===== src/rtl/execute_div_pkg.sv =====
// Shared scalar typedefs and execute-stage timing constants.
// DIV_LATENCY is the number of cycles from first valid to done for execute_div.
package execute_div_pkg;

  typedef logic        i1;
  typedef logic [31:0] i32;
  typedef logic [63:0] i64;

  localparam int DIV_LATENCY = 33;

endpackage


===== src/rtl/execute_div.sv =====
// Iterative radix-2 restoring divider for DIV/DIVU: c = {remainder, quotient}.
// 33 cycles from accepted request to done; valid is held until done, inputs sampled only at acceptance.
module execute_div
  import execute_div_pkg::*;
#(
  parameter int WIDTH = 32,
  parameter int ITER  = WIDTH
) (
  input  logic               clk,
  input  logic               resetn,
  input  logic               valid,
  input  logic               is_signed,
  input  logic [WIDTH-1:0]   a,
  input  logic [WIDTH-1:0]   b,
  output logic               done,
  output logic [2*WIDTH-1:0] c
);

  typedef enum logic [1:0] {IDLE, RUN, FIX} state_t;

  localparam int             CW   = $clog2(ITER);
  localparam logic [CW-1:0]  LAST = CW'(ITER - 1);

  state_t           state, state_nxt;
  logic [CW-1:0]    cnt;
  logic [WIDTH-1:0] quo, rem, dvs, a_raw;
  i1                neg_q, neg_r, div0;

  logic [WIDTH-1:0] a_mag, b_mag;
  logic [WIDTH:0]   rem_shift, rem_diff;
  logic             rem_ge;
  logic [WIDTH-1:0] q_out, r_out;

  always_comb begin
    state_nxt = state;
    case (state)
      IDLE:    if (valid) state_nxt = RUN;
      RUN:     if (cnt == LAST) state_nxt = FIX;
      FIX:     state_nxt = IDLE;
      default: state_nxt = IDLE;
    endcase
    done = (state_nxt == IDLE);
  end

  // The shifted partial remainder keeps the bit that falls out of rem, so
  // divisors above 2^(WIDTH-1) still compare correctly.
  always_comb begin
    a_mag     = (is_signed && a[WIDTH-1]) ? -a : a;
    b_mag     = (is_signed && b[WIDTH-1]) ? -b : b;
    rem_shift = {rem, quo[WIDTH-1]};
    rem_diff  = rem_shift - {1'b0, dvs};
    rem_ge    = (rem_shift >= {1'b0, dvs});
  end

  always_ff @(posedge clk or negedge resetn) begin
    if (!resetn) begin
      state <= IDLE;
      cnt   <= '0;
      quo   <= '0;
      rem   <= '0;
      dvs   <= '0;
      a_raw <= '0;
      neg_q <= 1'b0;
      neg_r <= 1'b0;
      div0  <= 1'b0;
    end else begin
      state <= state_nxt;
      case (state)
        IDLE: if (valid) begin
          quo   <= a_mag;
          rem   <= '0;
          dvs   <= b_mag;
          a_raw <= a;
          neg_q <= is_signed & (a[WIDTH-1] ^ b[WIDTH-1]);
          neg_r <= is_signed & a[WIDTH-1];
          div0  <= (b == '0);
          cnt   <= '0;
        end
        RUN: begin
          quo <= {quo[WIDTH-2:0], rem_ge};
          rem <= rem_ge ? rem_diff[WIDTH-1:0] : rem_shift[WIDTH-1:0];
          cnt <= cnt + 1'b1;
        end
        default: ;
      endcase
    end
  end

  always_comb begin
    q_out = neg_q ? -quo : quo;
    r_out = neg_r ? -rem : rem;
    c     = div0 ? {a_raw, {WIDTH{1'b1}}} : {r_out, q_out};
  end

endmodule


===== config.mk =====
export PLATFORM = sky130hd
export DESIGN_NAME = execute_div
export DESIGN_NICKNAME = d
export VERILOG_FILES = /design/src/rtl/execute_div_pkg.sv /design/src/rtl/execute_div.sv
export SDC_FILE = /design/constraint.sdc
export NUM_CORES = 1
export LEC_CHECK = 0
export CAP_MARGIN = 20
export CELL_PAD_IN_SITES_DETAIL_PLACEMENT = 1
export CELL_PAD_IN_SITES_GLOBAL_PLACEMENT = 1
export CORE_MARGIN = 5
export CORE_UTILIZATION = 42
export CTS_BUF_LIST = sky130_fd_sc_hd__clkbuf_8 sky130_fd_sc_hd__clkbuf_16
export DETAILED_ROUTE_END_ITERATION = 8
export PLACE_DENSITY_LB_ADDON = 0.1
export SETUP_SLACK_MARGIN = 0.3
export SYNTH_ARGS = -nofsm -noshare
export SYNTH_HDL_FRONTEND = slang
export SYNTH_SLANG_ARGS = --single-unit

===== constraint.sdc =====
create_clock -name clk -period 3.1 [get_ports clk]
set_input_delay 0.31 -clock clk [delete_from_list [all_inputs] [get_ports clk]]
set_output_delay 0.31 -clock clk [all_outputs]
set_load 0.02 [all_outputs]

# Word level (Yosys, flattened, before mapping)
# Index checks and enable logic that the tools add are counted.
totals:
  out_inout_bits: 65
  regBits: 138
classes:
  order_cmp: 1
  bitwise_logic: 3
  n_mux: 15
  reduce_logical: 8
  add_sub_neg: 6
  eq_ne: 3
op_table:
  columns: ["operator", "n"]
  rows:
  - ["two-way mux 32 bit", 7]
  - ["negation 32 bit", 4]
  - ["one-hot mux 32 bit (2 select lines)", 2]
  - ["two-way mux 64 bit", 1]
  - [">= comparator 33 x 32 -> 1 bit", 1]
  - ["zero test 32 bit", 1]
  - ["subtractor 32 bit", 1]
  - ["one-hot mux 5 bit (2 select lines)", 1]
  - ["adder 5 x 1 -> 5 bit, second input constant", 1]
  - ["equality test 5 bit, second input constant", 1]
  - ["two-way mux 5 bit", 1]
  - ["zero test 2 bit", 2]
  - ["two-way mux 2 bit", 2]
  - ["one-hot mux 2 bit (2 select lines)", 1]
  - ["AND reduction 2 bit", 2]
  - ["AND 1 bit", 2]
  - ["equality test 2 x 1 -> 1 bit, second input constant", 1]
  - ["logical AND 1 bit", 2]
  - ["inequality test 2 bit, second input constant", 1]
  - ["nonzero test 2 bit", 1]
  - ["XOR 1 bit", 1]

# Longest topological paths before layout
logic_depth:
  word_depth: 4
  depth_mapped: 14
  ltp_nobuf: 12

# Worst setup path after synthesis
# OpenSTA, ideal clock, no wires.
synth_path:
  path_kind: "reg-to-output"
  startpoint: "register rem[10]"
  endpoint: "output c[58]"
  required_ns: 2.790
  t_arrival_ns: 2.631
  path_stages_with_launch: 9
  slack_ns: 0.159
  path_buffers: 0
  path_cell_list: "dfrtp_1 > or4_1 > nor4_2 > nand2b_1 > nand2b_1 > nand2b_1 > o41ai_1 > xor2_1 > o21ai_0"
synth_between:
  elab_chain_cells: 3
synth_lines:
  columns: ["item", "line", "text"]
  rows:
  - ["from (decl)", "execute_div.sv:26", "logic [WIDTH-1:0] quo, rem, dvs, a_raw;"]
  - ["from (signal assigned)", "execute_div.sv:81", "rem <= rem_ge ? rem_diff[WIDTH-1:0] : rem_shift[WIDTH-1:0];"]
  - ["negation 32 bit", "execute_div.sv:91", "r_out = neg_r ? -rem : rem;"]
  - ["two-way mux 32 bit", "execute_div.sv:91", null]
  - ["two-way mux 64 bit", "execute_div.sv:92", "c = div0 ? {a_raw, {WIDTH{1'b1}}} : {r_out, q_out};"]
  - ["to (decl)", "execute_div.sv:16", "output logic [2*WIDTH-1:0] c"]
# Every way passes these cells.

# Worst setup path in the final report
layout_path:
  startpoint: "register rem[10]"
  endpoint: "output c[61]"
# The elaborated chain is that of the path after synthesis.

==> flow_metrics.env <==
export IMPL_synth_top_area_frac=0.333
export IMPL_syn_nets=1410
export IMPL_violations="setup timing"
export IMPL_max_cap_violations=0
export IMPL_wl_per_cell_um=21.8
export IMPL_yosys_most_used_dff="dfrtp_1"
export IMPL_yosysWarnings=0
export IMPL_grt_antenna_before_repair=0
export IMPL_grt_max_degree=64
export IMPL_final_cell_mix="241 x nand2_1, 158 x buf_4, 130 x dfrtp_1, 113 x o21ai_0, 78 x xor2_1"
export IMPL_syn_area_mm2=0.0104
export IMPL_clk_latency_ns=0.44
export IMPL_fin_crit_sh=1.06
export IMPL_grt_pass1_wl_um=58200
export IMPL_crit_chain="or4_4 -> nor4_4 -> buf_4 -> buf_6 -> nand4_1 -> o21ai_2 -> buf_4 -> buf_6 -> xor2_1 -> o21ai_1 -> buf_4"
export IMPL_startpoint="rem[10]"
export IMPL_worst_setup_path_start_kind="flip-flop"
export IMPL_dieWidth_um=167
export IMPL_cts_sinks=138
export IMPL_avgSynthCellArea_um2=7.96
export IMPL_worst_setup_path_end_kind="output pin"
export IMPL_initial_core_util=0.427
export IMPL_synth_edf_count=0
export IMPL_grt_util_all_layers=0.255
export IMPL_gp_congestion=0.853
export IMPL_synth_cell_types=70
export IMPL_mostFrequentLayoutCell="nand2_1"
export IMPL_area_growth_pct=45.3
export IMPL_synth_area_leaders="dfrtp_1 33%, nand2_1 9.3%, o21ai_0 7.9%, xor2_1 7.1%, xnor2_1 5.0%"
export IMPL_avgViaCountPerCell=5.81
export IMPL_portBuffers=132
export IMPL_row_count=57
export IMPL_root_buffer="clkbuf_16"
export IMPL_dp_hpwl_um=26100
export IMPL_drive_gt1_frac=0.278
export IMPL_synth_top_area_cell="dfrtp_1"
export IMPL_cts_tree="built"
export IMPL_routed_via_count=11000
export IMPL_ys_ff_latch=138
export IMPL_cp_slowest_cell="or4_4"
export IMPL_finClkSkew_ns=0.0138
export IMPL_layout_setup_ws_ns=-0.187
export IMPL_first_iter_violations=664
export IMPL_hold_violations=0
export IMPL_critPathMaxFanout=3
export IMPL_clk_pin_slew_ns=0.06
export IMPL_async_flop_share=1.00
export IMPL_ctsHtreeMaxLevel=4
export IMPL_crit_top_cell="buf_4"
export IMPL_rsz0062_at_grt="yes"
export IMPL_rr_startpoint="rem[5]"
export IMPL_die_area_mm2=0.0279
export IMPL_drc=0
export IMPL_routed_wl_um=41300
export IMPL_finalSetupViolations=21
export IMPL_ys_seq_area_frac=0.333
export IMPL_status="complete, but fails checks"
export IMPL_cts_buffers=17
export IMPL_period_needed_ns=3.29
export IMPL_die_h_um=167
export IMPL_layout_cells_non_filler=1897
export IMPL_worst_pin_slew_ns=0.748
export IMPL_final_max_slew_violation_count=0
export IMPL_antennaDiodeCount=0
export IMPL_min_delay_path_class="in -> async"
export IMPL_worstPathArrival_ns=2.98
export IMPL_max_stage_delay_ns=0.57
export IMPL_postRouteAntennaNets=0
export IMPL_core_region_area_mm2=0.0243
export IMPL_fmax_mhz=304
export IMPL_slew_headroom=0.500
export IMPL_drtPass1Iterations=5
export IMPL_nets=1668
export IMPL_grt_pass1_vias=11200
export IMPL_grt_overflow_total=0
export IMPL_cts_max_path_buffers=2
export IMPL_required_ns=2.79
export IMPL_io_pins=133
export IMPL_critPathKind="reg -> out"
export IMPL_dp_cells=1828
export IMPL_hold_worst_slack_ns=0.409
export IMPL_tns_ns=-1.25
export IMPL_netlist_instances=1303
[sequential cells by signal, summed over array words and instances (netlist names)]
register	flops
neg_q	1
state	2
rem	32
neg_r	1
a_raw	32
div0	1
dvs	32
cnt	5
quo	32
[Yosys cell counts (all sizes together) (24+ instances only)]
| cell | n |
|---|---|
| a21oi | 66 |
| clkbuf | 70 |
| dfrtp | 138 |
| ha | 38 |
| inv | 58 |
| nand2 | 257 |
| nor2 | 44 |
| o21ai | 172 |
| o31ai | 24 |
| xnor2 | 59 |
| xor2 | 84 |
[through the flow]
step	area, um^2	setup slack [ns]	utilization
3_5_place_dp	12900	-0.150	0.532
4_1_cts	14300	-0.0705	0.588
2_1_floorplan	10400	0.307	-
5_1_grt	15100	-0.280	0.620
3_3_place_gp	12900	-0.116	0.532
6_report	15100	-0.187	0.620
[path summary, 6_finish.rpt]
path                            endpoint  slack (ns)  depth (start not counted)
worst max-delay path               c[61]       -0.19                         11
worst min-delay path              dvs[6]        0.41                          2
worst max register to register   rem[22]       -0.05                         16
worst min register to register   dvs[24]        0.47                          2
max in group asynchronous        rem[25]        1.81                          3
min in group clk                 dvs[24]        0.47                          2
[timing repair]
action | CTS | global route
buffers inserted | 11 | 25
hold buffers | 1 | 0
setup endpoints to repair | 82 | 86
pin swaps | 46 | 75
hold endpoints to repair | 60 | 0
resized for setup | 366 | 167
cloned | 1 | 0
[per-layer routing]
| metal | part of all wire | up-vias | routed length [um] | track usage |
|---|---|---|---|---|
| met4 | 0.038 | 0 | 1570 | 0.0907 |
| met2 | 0.52 | 352 | 21400 | 0.471 |
| met1 | 0.40 | 5434 | 16600 | 0.298 |
| met5 | 0 | - | 0 | 0 |
| met3 | 0.043 | 99 | 1770 | 0.0398 |
| li1 | - | 5139 | - | - |
[kinds of logic after synthesis]
family,share of synthesized area
buffers and inverters,0.0505
AOI/OAI and AO/OA,0.231
and+or+nand+nor,0.199
xor gates and xnor gates,0.121
muxes,0.0185
adders and majority gates,0.0478
DFF,0.333
[critical path: cells and delay by family, from the launching register on]
family / cells / cell delay (ns)
XOR/XNOR: 1 / 0.17
AND/OR/NAND/NOR: 3 / 0.95
flip-flops: 1 / 0.39
buffers and inverters: 5 / 0.68
AO/OA/AOI/OAI: 2 / 0.35
[layout make-up]
class	instances	area, um^2
fill	2816	9250
multi-input combinational	1028	7450
inverter	59	224
clock inverter	12	198
clock buffer	19	453
tap	324	405
timing repair buffer	317	2880
sequential	138	3460
Power is not shown: default switching activity piles up to over one toggle a cycle in this logic, so the estimate is an artifact.
